`src/rtl/serial_store_collector_pkg.sv`:
```
// Shared definitions for the serial store collector.
//   - RISC-V store funct3 codes (SB/SH/SW)
//   - collector state enum (IDLE/COLLECT/HOLD)
//   - word/mask width constants
//   - helpers: store legality, lane mask and last-bit index per store width
package serial_store_collector_pkg;

  localparam int WORD_W = 32;
  localparam int MASK_W = 4;
  localparam int CNT_W  = 5;

  localparam logic [2:0] F_SB = 3'b000;
  localparam logic [2:0] F_SH = 3'b001;
  localparam logic [2:0] F_SW = 3'b010;

  localparam logic [MASK_W-1:0] MASK_B = 4'b0001;
  localparam logic [MASK_W-1:0] MASK_H = 4'b0011;
  localparam logic [MASK_W-1:0] MASK_F = 4'b1111;

  typedef enum logic [1:0] {
    S_IDLE    = 2'd0,
    S_COLLECT = 2'd1,
    S_HOLD    = 2'd2
  } state_t;

  // A store is accepted only when its width is known and its offset is
  // naturally aligned for that width.
  function automatic logic store_legal(input logic [2:0] func, input logic [1:0] off);
    logic ok;
    case (func)
      F_SB:    ok = 1'b1;
      F_SH:    ok = ~off[0];
      F_SW:    ok = (off == 2'd0);
      default: ok = 1'b0;
    endcase
    return ok;
  endfunction

  function automatic logic [MASK_W-1:0] store_mask(input logic [2:0] func, input logic [1:0] off);
    logic [MASK_W-1:0] m;
    case (func)
      F_SB:    m = MASK_B << off;
      F_SH:    m = MASK_H << off;
      default: m = MASK_F;
    endcase
    return m;
  endfunction

  // Index of the final stream bit (N-1).
  function automatic logic [CNT_W-1:0] store_last(input logic [2:0] func);
    logic [CNT_W-1:0] l;
    case (func)
      F_SB:    l = 5'd7;
      F_SH:    l = 5'd15;
      default: l = 5'd31;
    endcase
    return l;
  endfunction

endpackage

```
`src/rtl/serial_store_collector_if.sv`:
```
// Memory-side port of the serial store collector: one assembled store per
// transfer, handed over with a valid/ready handshake.
//   word_out  : assembled word, lanes outside mask_out are zero
//   mask_out  : byte write enables
//   addr_out  : word address of the entry
//   out_valid : an entry is presented
//   out_ready : memory accepts the presented entry
// master = collector side, slave = memory side.
interface serial_store_collector_if #(
  parameter int D_WIDTH    = 32,
  parameter int ADDR_WIDTH = 10
);
  logic [D_WIDTH-1:0]    word_out;
  logic [3:0]            mask_out;
  logic [ADDR_WIDTH-1:0] addr_out;
  logic                  out_valid;
  logic                  out_ready;

  modport master (
    output word_out, mask_out, addr_out, out_valid,
    input  out_ready
  );

  modport slave (
    input  word_out, mask_out, addr_out, out_valid,
    output out_ready
  );
endinterface

```
`src/rtl/serial_store_collector_store_fifo2.sv`:
```
// store_fifo2: two-entry FIFO holding packed {addr, mask, word} entries.
//   clk, rst : clock, synchronous active-high reset (pointers only)
//   i_push   : write i_din into the tail
//   i_pop    : drop the head (caller only pops when not empty)
//   i_din    : entry to write
//   o_dout   : head entry, read straight from storage registers
//   o_full   : both slots occupied
//   o_empty  : no slot occupied
// Push and pop in the same cycle are allowed even when full: the popped
// slot is the one the push overwrites.
module store_fifo2 #(
  parameter int W = 46
) (
  input  logic         clk,
  input  logic         rst,
  input  logic         i_push,
  input  logic         i_pop,
  input  logic [W-1:0] i_din,
  output logic [W-1:0] o_dout,
  output logic         o_full,
  output logic         o_empty
);
  logic [W-1:0] r_mem [2];
  logic         r_wr;
  logic         r_rd;
  logic [1:0]   r_cnt;

  always_ff @(posedge clk) begin
    if (rst) begin
      r_wr  <= 1'b0;
      r_rd  <= 1'b0;
      r_cnt <= 2'd0;
    end else begin
      if (i_push) r_wr <= ~r_wr;
      if (i_pop)  r_rd <= ~r_rd;
      case ({i_push, i_pop})
        2'b10:   r_cnt <= r_cnt + 2'd1;
        2'b01:   r_cnt <= r_cnt - 2'd1;
        default: r_cnt <= r_cnt;
      endcase
    end
  end

  // Storage is data only; validity comes from the counter.
  always_ff @(posedge clk) begin
    if (i_push) r_mem[r_wr] <= i_din;
  end

  assign o_dout  = r_mem[r_rd];
  assign o_full  = (r_cnt == 2'd2);
  assign o_empty = (r_cnt == 2'd0);
endmodule

```
`src/rtl/serial_store_collector.sv`:
```
// serial_store_collector: receives LSB-first serial store data and assembles
// a byte-lane-aligned word with write mask and word address, queued in a
// two-entry buffer toward the memory port.
//   clk, rst    : clock, synchronous active-high reset
//   start       : begin a store, latching func/byte_offset/word_addr
//   func        : funct3 store width (SB/SH/SW)
//   byte_offset : address bits [1:0]
//   word_addr   : word address of the store
//   bit_in      : serial data bit, qualified by bit_valid
//   m_if        : memory-side handshake port (word/mask/addr/valid/ready)
//   busy        : collecting or holding a completed word
//   misaligned  : one-cycle pulse for a rejected (misaligned/illegal) start
//   overrun     : sticky protocol error, cleared only by rst
module serial_store_collector
  import serial_store_collector_pkg::*;
#(
  parameter int D_WIDTH    = 32,
  parameter int ADDR_WIDTH = 10
) (
  input  logic                  clk,
  input  logic                  rst,
  input  logic                  start,
  input  logic [2:0]            func,
  input  logic [1:0]            byte_offset,
  input  logic [ADDR_WIDTH-1:0] word_addr,
  input  logic                  bit_in,
  input  logic                  bit_valid,
  serial_store_collector_if.master m_if,
  output logic                  busy,
  output logic                  misaligned,
  output logic                  overrun
);
  localparam int ENT_W = ADDR_WIDTH + MASK_W + D_WIDTH;

  state_t                r_state;
  logic [CNT_W-1:0]      r_cnt;
  logic [CNT_W-1:0]      r_last;
  logic [1:0]            r_off;
  logic [MASK_W-1:0]     r_mask;
  logic [ADDR_WIDTH-1:0] r_addr;
  logic [D_WIDTH-1:0]    r_word;
  logic                  r_misaligned;
  logic                  r_overrun;

  logic                  w_idle;
  logic                  w_collect;
  logic                  w_hold;
  logic                  w_legal;
  logic                  w_begin;
  logic                  w_take;
  logic                  w_last;
  logic                  w_pop;
  logic                  w_push;
  logic                  w_full;
  logic                  w_empty;
  logic [1:0]            w_off;
  logic [CNT_W-1:0]      w_cnt;
  logic [CNT_W-1:0]      w_pos;
  logic [D_WIDTH-1:0]    w_base;
  logic [D_WIDTH-1:0]    w_word_upd;
  logic [D_WIDTH-1:0]    w_push_word;
  logic [ENT_W-1:0]      w_din;
  logic [ENT_W-1:0]      w_head;

  assign w_idle    = (r_state == S_IDLE);
  assign w_collect = (r_state == S_COLLECT);
  assign w_hold    = (r_state == S_HOLD);
  assign w_legal   = store_legal(func, byte_offset);
  assign w_begin   = start & w_idle & w_legal;
  assign w_pop     = ~w_empty & m_if.out_ready;

  // The start cycle may already carry bit 0, so placement uses the
  // incoming offset and a zero count/word until those are latched.
  assign w_take     = bit_valid & (w_begin | w_collect);
  assign w_off      = w_begin ? byte_offset : r_off;
  assign w_cnt      = w_begin ? '0 : r_cnt;
  assign w_base     = w_begin ? '0 : r_word;
  assign w_pos      = {w_off, 3'b000} + w_cnt;
  assign w_word_upd = w_take ? (w_base | (D_WIDTH'(bit_in) << w_pos)) : w_base;

  // A full buffer still accepts the finished word if the head leaves in
  // the same cycle; otherwise the word parks in HOLD.
  assign w_last      = w_collect & bit_valid & (r_cnt == r_last);
  assign w_push      = (w_last & (~w_full | w_pop)) | (w_hold & w_pop);
  assign w_push_word = w_hold ? r_word : w_word_upd;
  assign w_din       = {r_addr, r_mask, w_push_word};

  always_ff @(posedge clk) begin
    if (rst) begin
      r_state      <= S_IDLE;
      r_cnt        <= '0;
      r_misaligned <= 1'b0;
      r_overrun    <= 1'b0;
    end else begin
      r_misaligned <= start & w_idle & ~w_legal;
      if ((start & ~w_idle) | (bit_valid & w_idle & ~start) | (bit_valid & w_hold))
        r_overrun <= 1'b1;
      case (r_state)
        S_IDLE: begin
          if (w_begin) begin
            r_state <= S_COLLECT;
            r_cnt   <= bit_valid ? CNT_W'(1) : '0;
          end
        end
        S_COLLECT: begin
          if (bit_valid) begin
            if (r_cnt == r_last) begin
              r_cnt   <= '0;
              r_state <= (w_full & ~w_pop) ? S_HOLD : S_IDLE;
            end else begin
              r_cnt <= r_cnt + CNT_W'(1);
            end
          end
        end
        S_HOLD: begin
          if (w_pop) r_state <= S_IDLE;
        end
        default: r_state <= S_IDLE;
      endcase
    end
  end

  // Store descriptor and assembly word are data only and need no reset:
  // a new store always starts from a cleared word.
  always_ff @(posedge clk) begin
    if (w_begin) begin
      r_off  <= byte_offset;
      r_mask <= store_mask(func, byte_offset);
      r_addr <= word_addr;
      r_last <= store_last(func);
    end
    r_word <= w_word_upd;
  end

  store_fifo2 #(.W(ENT_W)) u_fifo (
    .clk     (clk),
    .rst     (rst),
    .i_push  (w_push),
    .i_pop   (w_pop),
    .i_din   (w_din),
    .o_dout  (w_head),
    .o_full  (w_full),
    .o_empty (w_empty)
  );

  // Head fields are forced to zero while nothing is queued.
  assign m_if.out_valid = ~w_empty;
  assign m_if.word_out  = w_empty ? '0 : w_head[D_WIDTH-1:0];
  assign m_if.mask_out  = w_empty ? '0 : w_head[D_WIDTH +: MASK_W];
  assign m_if.addr_out  = w_empty ? '0 : w_head[D_WIDTH+MASK_W +: ADDR_WIDTH];

  assign busy       = ~w_idle;
  assign misaligned = r_misaligned;
  assign overrun    = r_overrun;
endmodule

```
`src/flat_wrapper.sv`:
```
// flat-port wrapper written by rule: the top's interface ports become plain ports
module serial_store_collector_flat import serial_store_collector_pkg::*;
#(
  parameter int D_WIDTH    = 32,
  parameter int ADDR_WIDTH = 10
)
  (clk, rst, start, func, byte_offset, word_addr, bit_in, bit_valid, busy, misaligned, overrun, m_if_word_out, m_if_mask_out, m_if_addr_out, m_if_out_valid, m_if_out_ready);
  serial_store_collector_if #(.D_WIDTH(D_WIDTH), .ADDR_WIDTH(ADDR_WIDTH)) m_if_i ();
  input  logic clk;
  input  logic rst;
  input  logic start;
  input  logic [2:0] func;
  input  logic [1:0] byte_offset;
  input  logic [ADDR_WIDTH-1:0] word_addr;
  input  logic bit_in;
  input  logic bit_valid;
  output logic busy;
  output logic misaligned;
  output logic overrun;
  output wire logic [$bits(m_if_i.word_out)-1:0] m_if_word_out;
  output wire logic [$bits(m_if_i.mask_out)-1:0] m_if_mask_out;
  output wire logic [$bits(m_if_i.addr_out)-1:0] m_if_addr_out;
  output wire logic [$bits(m_if_i.out_valid)-1:0] m_if_out_valid;
  input wire logic [$bits(m_if_i.out_ready)-1:0] m_if_out_ready;
  assign m_if_word_out = m_if_i.word_out;
  assign m_if_mask_out = m_if_i.mask_out;
  assign m_if_addr_out = m_if_i.addr_out;
  assign m_if_out_valid = m_if_i.out_valid;
  assign m_if_i.out_ready = m_if_out_ready;
  serial_store_collector #(.D_WIDTH(D_WIDTH), .ADDR_WIDTH(ADDR_WIDTH)) u_core (.clk(clk), .rst(rst), .start(start), .func(func), .byte_offset(byte_offset), .word_addr(word_addr), .bit_in(bit_in), .bit_valid(bit_valid), .m_if(m_if_i), .busy(busy), .misaligned(misaligned), .overrun(overrun));
endmodule
```
`config.mk`:
```
export PLATFORM = sky130hd
export DESIGN_NAME = serial_store_collector_flat
export DESIGN_NICKNAME = d
export VERILOG_FILES = /design/src/rtl/serial_store_collector_pkg.sv /design/src/rtl/serial_store_collector_if.sv /design/src/rtl/serial_store_collector_store_fifo2.sv /design/src/rtl/serial_store_collector.sv /design/src/flat_wrapper.sv
export SDC_FILE = /design/constraint.sdc
export NUM_CORES = 1
export LEC_CHECK = 0
export CAP_MARGIN = 40
export CORE_UTILIZATION = 50
export DETAILED_ROUTE_END_ITERATION = 10
export GPL_ROUTABILITY_DRIVEN = 1
export PLACE_DENSITY_LB_ADDON = 0.08
export REMOVE_ABC_BUFFERS = 1
export SLEW_MARGIN = 20
export SYNTH_ARGS = -nofsm -noshare
export SYNTH_HDL_FRONTEND = slang
export SYNTH_SLANG_ARGS = --single-unit
```
`constraint.sdc`:
```
create_clock -name clk -period 8.84 [get_ports clk]
set_input_delay 2.21 -clock clk [delete_from_list [all_inputs] [get_ports clk]]
set_output_delay 2.21 -clock clk [all_outputs]
set_load 0.01 [all_outputs]
```
# After elaboration in Yosys (flattened, before gate mapping)
# Memory sizes are Yosys's and may differ from the RTL's. A register that Yosys moved wholly into a read port is not among the register bits.
# Index checks and enable logic that the tools add are counted.
# W data, S select, Z words.
dict set report op_classes {
  n_addsub 4
  eq_ne 12
  n_shift 3
  mux 27
  bitwise 29
  reduce_logical 8
}
# cell count
set ops {}
lappend ops {{$mux W32} 4}
lappend ops {{$or A32 B32 Y32} 1}
lappend ops {{$shl A1 B5 Y32} 1}
lappend ops {{$mux W5} 4}
lappend ops {{$pmux W5 S2} 2}
lappend ops {{$and A1 B1 Y1} 14}
lappend ops {{$mux W2} 6}
lappend ops {{$mux W10} 1}
lappend ops {{$not A1 Y1} 9}
lappend ops {{$ne A2 B2 Y1 const B} 4}
lappend ops {{$pmux W4 S2} 1}
lappend ops {{$eq A2 B2 Y1 const B} 3}
lappend ops {{$logic_not A2 Y1} 3}
lappend ops {{$pmux W2 S3} 1}
lappend ops {{$add A5 B1 Y5 const B} 1}
lappend ops {{$add A5 B5 Y5} 1}
lappend ops {{$eq A5 B5 Y1} 1}
lappend ops {{$mux W1} 5}
lappend ops {{$or A1 B1 Y1} 5}
lappend ops {{$eq A2 B1 Y1 const B} 2}
lappend ops {{$mux W4} 1}
lappend ops {{$pmux W2 S2} 1}
lappend ops {{$reduce_and A4 Y1} 1}
lappend ops {{$reduce_bool A2 Y1} 2}
lappend ops {{9 further kinds} 9}
dict set report totals {
  regBits 66
  mem_bits_rw 92
  input_bits 21
  out_inout_bits 50
  word_cells 96
  memories 1
}
# name words word_bits read_ports rd_clocked_by_memory_dff write_ports line_no
set mem_list {}
lappend mem_list {u_core.u_fifo.r_mem 2 46 1 1 1 serial_store_collector_store_fifo2.sv:23} ;# logic [W-1:0] r_mem [2];

# Longest topological paths before layout
# Gate-level depths: netlist of run 1.
dict set report logic_depth {
  word_depth 9
  depth_mapped 12
  mapped_depth_nobuf 10
}

# Cells and area by module
# A second synthesis of run 1 with hierarchy kept.
dict set report hier_totals {
  cells_unflattened 484
  hier_area_um2 6407.4
}
# mod n_inst cells_each area_per_inst_um2 seq_area_each_um2
set by_module_without_submodules {}
lappend by_module_without_submodules {store_fifo2 1 165 3520.9 2862.7}
lappend by_module_without_submodules {serial_store_collector 1 319 2886.5 1341.3}

# Worst setup path after synthesis of run 1
# Ideal clock, no wire load.
dict set report synth_path {
  path_kind {input to register}
  from {input bit_valid}
  to {memory u_core.u_fifo.r_mem[0][0] (enable)}
  setup_ps 455
  t_arrival_ps 4912
  t_required_ps 8385
  path_slack_ps 3473
  path_stages 4
  n_path_buf 0
  cell_sequence {nor4bb_1 -> nand4_1 -> a22oi_1 -> nor2b_1}
}
dict set report synth_via {
  elab_chain_len 6
}
# item line_no
set synth_lines {}
lappend synth_lines {{from (decl)} flat_wrapper.sv:16} ;# input logic bit_valid;
lappend synth_lines {{$and A1 B1 Y1 (2 in a row)} serial_store_collector.sv:83} ;# assign w_last = w_collect & bit_valid & (r_cnt == r_last);
lappend synth_lines {{$and A1 B1 Y1} serial_store_collector.sv:84} ;# assign w_push = (w_last & (~w_full | w_pop)) | (w_hold & w_pop);
lappend synth_lines {{$or A1 B1 Y1} serial_store_collector.sv:84}
lappend synth_lines {{$mux W1} serial_store_collector_store_fifo2.sv:46} ;# if (i_push) r_mem[r_wr] <= i_din;
lappend synth_lines {{$mux W1 (implied by the code)} serial_store_collector_store_fifo2.sv:46}
lappend synth_lines {{to (decl)} serial_store_collector_store_fifo2.sv:23}
# Every way passes these cells.

# Worst setup path after layout of run 1
dict set report layout_path {
  from {input byte_offset[0]}
  to {memory u_core.u_fifo.r_mem[1][19], data pin}
}
dict set report layout_via {
  elab_chain_len 9
  word_cells_on_any_way 14
  classes_between {1 x add/sub; 1 x shift; 6 x mux; 5 x bitwise; 1 x reduce/logical}
}
# item line_no
set layout_lines {}
lappend layout_lines {{from (decl)} flat_wrapper.sv:13} ;# input logic [1:0] byte_offset;
lappend layout_lines {{$logic_not A2 Y1 / $not A1 Y1 (equally long branches)} {serial_store_collector_pkg.sv:33, serial_store_collector_pkg.sv:32}}
lappend layout_lines {{$pmux W1 S3 (*)} serial_store_collector_pkg.sv:30} ;# case (func)
lappend layout_lines {{$and A1 B1 Y1 (*)} serial_store_collector.sv:69} ;# assign w_begin = start & w_idle & w_legal;
lappend layout_lines {{via u_core.w_begin} serial_store_collector.sv:49} ;# logic w_begin;
lappend layout_lines {{$mux W2 (*)} n/a}
lappend layout_lines {{via u_core.w_off[0]} serial_store_collector.sv:56} ;# logic [1:0] w_off;
lappend layout_lines {{$add A5 B5 Y5 (*)} serial_store_collector.sv:78} ;# assign w_pos = {w_off, 3'b000} + w_cnt;
lappend layout_lines {{$shl A1 B5 Y32 (*)} serial_store_collector.sv:79} ;# assign w_word_upd = w_take ? (w_base | (D_WIDTH'(bit_in) << w_pos)) : w_base;
lappend layout_lines {{$or A32 B32 Y32 (*)} serial_store_collector.sv:79}
lappend layout_lines {{$mux W32 (*)} serial_store_collector.sv:79}
lappend layout_lines {{$mux W32 (*)} serial_store_collector.sv:85} ;# assign w_push_word = w_hold ? r_word : w_word_upd;
lappend layout_lines {{via u_core.u_fifo.i_din[19]} serial_store_collector_store_fifo2.sv:18} ;# input logic [W-1:0] i_din,
# The timed path passes the listed nets; every way through them passes the cells marked *.

==> results.cfg, run 1 <==
[run_status]
status = complete, no violations

[yosys]
yosysTopAreaCell = edfxtp_1
synth_cell_types = 46
ys_seq_area_frac = 0.6534
synthArstFlopShare = 0
synth_area_um2 = 6434
yosysWarnings = 0
yosys_most_used_dff = edfxtp_1
synthCells = 503
yosysTopAreaCellShare = 0.5041
synth_seq_cells = 156
synth_edf_count = 108
synth.top_cells.by_area = edfxtp_1 50%, dfxtp_1 15%, o31ai_1 7.5%, mux2i_1 7.2%, nand2_1 3.4%
syn_area_per_cell_um2 = 12.79

[layout]
diodes = 0
nets = 595
areaGrowthSynthToFinish_pct = 23.03
drive_gt1_frac = 0.09418
final_common_cell = edfxtp_1
layout_common_cells = 108 x edfxtp_1, 70 x clkdlybuf4s50_1, 64 x o31ai_1

[clock_tree]
cts_hold_buf = 0
tritoncts = done
clk_pin_slew_ps = 60
ctsResizeCount = 0
clockBufferDepth = 2
numCtsBuffers = 17
cts_root_buf = clkbuf_16
h-tree-depth = 4
postCtsSetupBuffers = 0
clock-sinks = 156
clk_latency_ps = 420

[floorplanning]
die_width_um = 115.4
num_rows = 41
pin_count = 71
dieArea_um2 = 13330
coreArea_um2 = 12570
fp.dieH_um = 115.4
start_util = 0.5119

[pwr]
pwr-share-clk = 0.482
power_leakage_uw = 0.002541
ir_drop_mv = 0.1548
switchingPower_uw = 327.6
power.total_uw = 1666
power.share.sequential = 0.475
internal-power_uw = 1339
sw_frac_of_total = 0.1966
combPwrFrac = 0.044
powerDensity_nw_per_um2 = 210.5

[min_path]
hold_depth = 0
holdPathEnd = u_core.u_fifo.r_mem[1][32]$_DFFE_PP_
hold_class = register to register
hp-start = u_core.r_mask[0]$_SDFFCE_PP1P_

[worst_setup_path]
required_ps = 9000
arrival_ps = 5480
worstSetupStartpoint = byte_offset[0]
slowest_stage = or4_4
crit_type = input port to register
slowest_delay_ps = 570
cp_cell_sequence = clkdlybuf4s50_1, or4_4, a21o_4, clkinv_4, nand2_1, nand2_1, ha_1, inv_1, nand2_1, a21oi_2, buf_4, o31ai_1
cp-end-kind = register
crit_cells = 12
cp_num_buf_inv = 4
reg2reg_to = u_core.u_fifo.r_mem[1][19]$_DFFE_PP_
r2r_slack_ps = 5450
cp_top_family = buffers and inverters
rr_startpoint = u_core.r_state[1]$_SDFFE_PP0P_
cp-start-kind = input port
path_max_fanout = 42
crit_top_cell = nand2_1
r2r_cells = 11

[global_route]
grt_use_total = 0.1928
grt_pass1_vias = 3908
antenna_found_initial = 0
grt_pass1_wl_mm = 19.36
grt-ovfl-total = 0
grt_max_degree = 47

[sta]
tns_ps = 0
final_hold_viol_count = 0
worstMarginPinSlew_ps = 828.1
period_minus_slack_ps = 5312
skew_ps = 7.418
rsz0062_at_grt = no
timing.hold.ws_ps = 445.6
setup_viol = 0
min_period_over_period = 0.6008
max_freq_mhz = 188.3
worst_slack_ps = 3528
slew_violations = 0
slew_headroom = 0.4479

[routing]
drtAntennaViolNets = 0
vias_per_cell = 5.456
wire_per_inst_um = 15.93
drc = 0
drtIter0Drc = 283
wl_mm = 12.05
vias = 4125
drt_pass1_iterations = 4

[place]
place_ws_ps = 3142
place_congestion = 0.7735
hpwl_mm = 7.279
port-buffer-count = 70

[flow_run]
cap_violations = 0
-- worst max-delay path by stage --
stage / to / slack (ps)
after floorplan: u_core.u_fifo.r_mem[0][0]$_DFFE_PP_ / 3470
after global placement: u_core.u_fifo.r_mem[0][16]$_DFFE_PP_ / 3210
after detailed placement: u_core.u_fifo.r_mem[0][16]$_DFFE_PP_ / 3140
after CTS: u_core.u_fifo.r_mem[0][16]$_DFFE_PP_ / 3560
after global routing: u_core.u_fifo.r_mem[1][20]$_DFFE_PP_ / 3260
final: u_core.u_fifo.r_mem[1][19]$_DFFE_PP_ / 3530
-- area by class of cell --
class                           count  area, um^2
Clock buffer                       20       436.7
Clock inverter                     12       219.0
Fill cell                        1012        4653
Inverter                            8       35.03
Multi-Input combinational cell    310        2023
Sequential cell                   156        4205
Tap cell                          172       215.2
Timing Repair Buffer               78       780.7
-- cell families after synthesis --
| family | after synthesis | synth area share |
|---|---|---|
| AO/OA/AOI/OAI | 96 | 0.1140 |
| XOR/XNOR | 7 | 0.009530 |
| adder cells (fa/ha/maj) | 3 | 0.005835 |
| buffers and inverters | 37 | 0.03462 |
| flip-flops | 156 | 0.6534 |
| multiplexers | 47 | 0.07332 |
| AND/OR/NAND/NOR | 157 | 0.1093 |
-- cells in the mapped netlist, types with 4 or more instances --
cell type and instances:
dfxtp_1 48, mux2i_1 46, clkbuf_1 5, buf_1 6, inv_1 7, o21ai_0 6, and2_1 4, a21oi_1 7
nor2_1 59, nor2b_1 4, buf_6 9, buf_2 9, edfxtp_1 108, xnor2_1 5, nand3_1 7, nand2_1 59
o31ai_1 64
-- worst register-to-register path: cells and delay by family, from the launching register on --
| family | cells | cell delay [ps] |
|---|---|---|
| DFF | 1 | 390 |
| AOI/OAI and AO/OA | 3 | 910 |
| adders and majority gates | 1 | 270 |
| buffers and inverters | 3 | 690 |
| and+or+nand+nor | 4 | 870 |
-- through the flow --
| step | instances | util | area [um^2] |
|---|---|---|---|
| finish | 756 | 0.6298 | 7915 |
| floorplan | 474 | - | 6246 |
| CTS | 756 | 0.6298 | 7915 |
| detailed placement | 724 | 0.5776 | 7259 |
| global placement | 723 | 0.5754 | 7232 |
| global route | 756 | 0.6298 | 7915 |
-- power by group through the flow --
stage	Combinational [uW]	Clock, uW	Sequential [uW]
finish	73.2	802	791
global route	79.4	838	792
CTS	72.6	814	791
detailed placement	72.2	0	806
global placement	70.6	0	806
floorplan	41.0	0	805
-- layer usage --
layer | vias up | share of wire | global-route usage
met2 | 89 | 0.48 | 0.3126
met5 | - | 0 | 0
met3 | 19 | 0.036 | 0.05021
li1 | 2009 | - | -
met4 | 0 | 0.018 | 0.07013
met1 | 2008 | 0.46 | 0.2509
-- registers in the layout (all words and copies together) (netlist names), named ones only --
register,count
u_core.u_fifo.r_rd,1
u_core.r_mask,4
u_core.u_fifo.r_cnt,2
u_core.r_off,2
u_core.r_last,2
u_core.misaligned,1
u_core.r_cnt,5
u_core.r_state,2
u_core.u_fifo.r_mem,92
u_core.u_fifo.r_wr,1
u_core.r_addr,10
u_core.overrun,1
u_core.r_word,32
Note: power is estimated with default switching activity, not from simulation.
==> inputs of run 2 (changes only) <==
- clock period: 8.84 -> 5.6 ns (I/O delays scaled with it)
==> run 2 against run 1 <==
Net effect:
- via count is 0.78% lower
- sequential share of layout area is 0.55 points higher
- global-route usage is 0.18 points lower
- clock skew is 0.74 ps lower
- core utilization is 0.65 points lower
- clock power is 31% higher
==> results.cfg, run 2 (synthesis results as in run 1) <==
[clock_tree]
ctsResizeCount = 0
clock-sinks = 156
clk_pin_slew_ps = 60
cts_hold_buf = 0
clk_latency_ps = 410
numCtsBuffers = 17
cts_root_buf = clkbuf_16
postCtsSetupBuffers = 0
h-tree-depth = 4
tritoncts = done
clockBufferDepth = 2

[place]
place_inst = 725
hpwl_mm = 7.392
place_congestion = 0.8054
place_ws_ps = 760.2
port-buffer-count = 70

[min_path]
hold_class = register to register

[worst_setup_path]
slowest_stage = clkdlybuf4s50_1
cp-end-kind = register
crit_top_cell = nand2_1
arrival_ps = 4590
cp_cell_sequence = clkdlybuf4s50_1, a211o_1, a21o_4, clkinv_4, nand2_1, nand2_1, ha_1, nand3b_1, nor2_1, nand2_1, o31ai_1
crit_type = input port to register
required_ps = 5750
slowest_delay_ps = 590
cp_num_buf_inv = 2
cp-start-kind = input port
cp_top_family = compound AO/OA/AOI/OAI gates
path_max_fanout = 42

[layout]
drive_gt1_frac = 0.08889
fin_cells = 757
final_common_cell = edfxtp_1
top_register = u_core.u_fifo.r_mem
nets = 597
layout_common_cells = 108 x edfxtp_1, 70 x clkdlybuf4s50_1, 64 x o31ai_1
largest_register_ffs = 92
areaGrowthSynthToFinish_pct = 21.76
top_regs = u_core.u_fifo.r_mem (92), u_core.r_word (32), u_core.r_addr (10)
diodes = 0

[pwr]
power.total_uw = 2416
powerDensity_nw_per_um2 = 308.4
ir_drop_mv = 0.1940
power_leakage_uw = 0.002507

[floorplanning]
dieArea_um2 = 13330
coreArea_um2 = 12570
die_width_um = 115.4
pin_count = 71
num_rows = 41
start_util = 0.5119
fp.dieH_um = 115.4

[sta]
max_freq_mhz = 225.6
timing.hold.ws_ps = 447.4
final_hold_viol_count = 0
min_period_over_period = 0.7914
setup_viol = 0
rsz0062_at_grt = no
slew_violations = 0
worstMarginPinSlew_ps = 782.1
slew_headroom = 0.4786
worst_slack_ps = 1168
skew_ps = 6.674
period_minus_slack_ps = 4432
tns_ps = 0

[routing]
vias_per_cell = 5.407
wire_per_inst_um = 15.64
vias = 4093
drc = 0
drtAntennaViolNets = 0
wl_mm = 11.84
drtIter0Drc = 170
drt_pass1_iterations = 4

[global_route]
grt_use_total = 0.1910
grt_pass1_vias = 3853
antenna_found_initial = 0
grt-ovfl-total = 0
grt_pass1_wl_mm = 19.03
grt_max_degree = 47

[run_status]
status = complete, no violations

[flow_run]
cap_violations = 0
## run 2: cell types whose count changed in the layout (fill, tap and decap cells not counted)
cell	change
buf_16	+1
clkinv_1	+4
clkinvlp_4	-1
buf_4	+1
clkinv_2	+1
clkinv_4	-1
bufinv_16	-4
## run 2: worst paths after layout
path / slack [ps] / endpoint / depth (start not counted) / from
setup reg to reg: 2290 / u_core.u_fifo.r_mem[0][3]$_DFFE_PP_ / 10 / u_core.r_state[1]$_SDFFE_PP0P_
hold reg to reg: 450 / u_core.r_word[15]$_DFF_P_ / 2 / u_core.r_word[15]$_DFF_P_
hold / removal: 450 / u_core.r_word[15]$_DFF_P_ / 2 / u_core.r_word[15]$_DFF_P_
setup / recovery: 1170 / u_core.u_fifo.r_mem[0][3]$_DFFE_PP_ / 11 / byte_offset[0]
## run 2: final cells by class
type,instances,area [um^2]
clock inverters,11,102.6
fillers,1013,4735
clock buffers,20,436.7
multi-input cells,310,2023
inverters,8,35.03
repair buffers,80,815.8
well taps,172,215.2
flip-flops and latches,156,4205
## run 2: routing by layer
layer	global-route usage	vias to the layer above	wire [um]
met2	0.3022	86	5852
met5	0	-	0
li1	-	2018	-
met3	0.04498	13	474
met1	0.2504	1976	5372
met4	0.08918	0	136
## run 2: metrics by stage
step           instance area [um^2]  utilization
2_1_floorplan                  6246            -
3_3_place_gp                   7239       0.5760
3_5_place_dp                   7267       0.5782
4_1_cts                        7806       0.6211
5_1_grt                        7834       0.6233
6_report                       7834       0.6233
## run 2: worst register-to-register path, cell delays in order (launching register included)
cell and delay [ps]:
dfxtp_1 390, or3b_2 580, a21o_4 380, clkinv_4 280, nand2_1 90, nand2_1 80, ha_1 250, nand3b_1 210
nor2_1 200, nand2_1 140, o31ai_1 450
## run 2: where the power goes
| part | internal [uW] | switching, uW | total, uW |
|---|---|---|---|
| combinational | 39.4 | 73.1 | 112 |
| clock | 643 | 412 | 1050 |
| sequential | 1240 | 7.52 | 1250 |
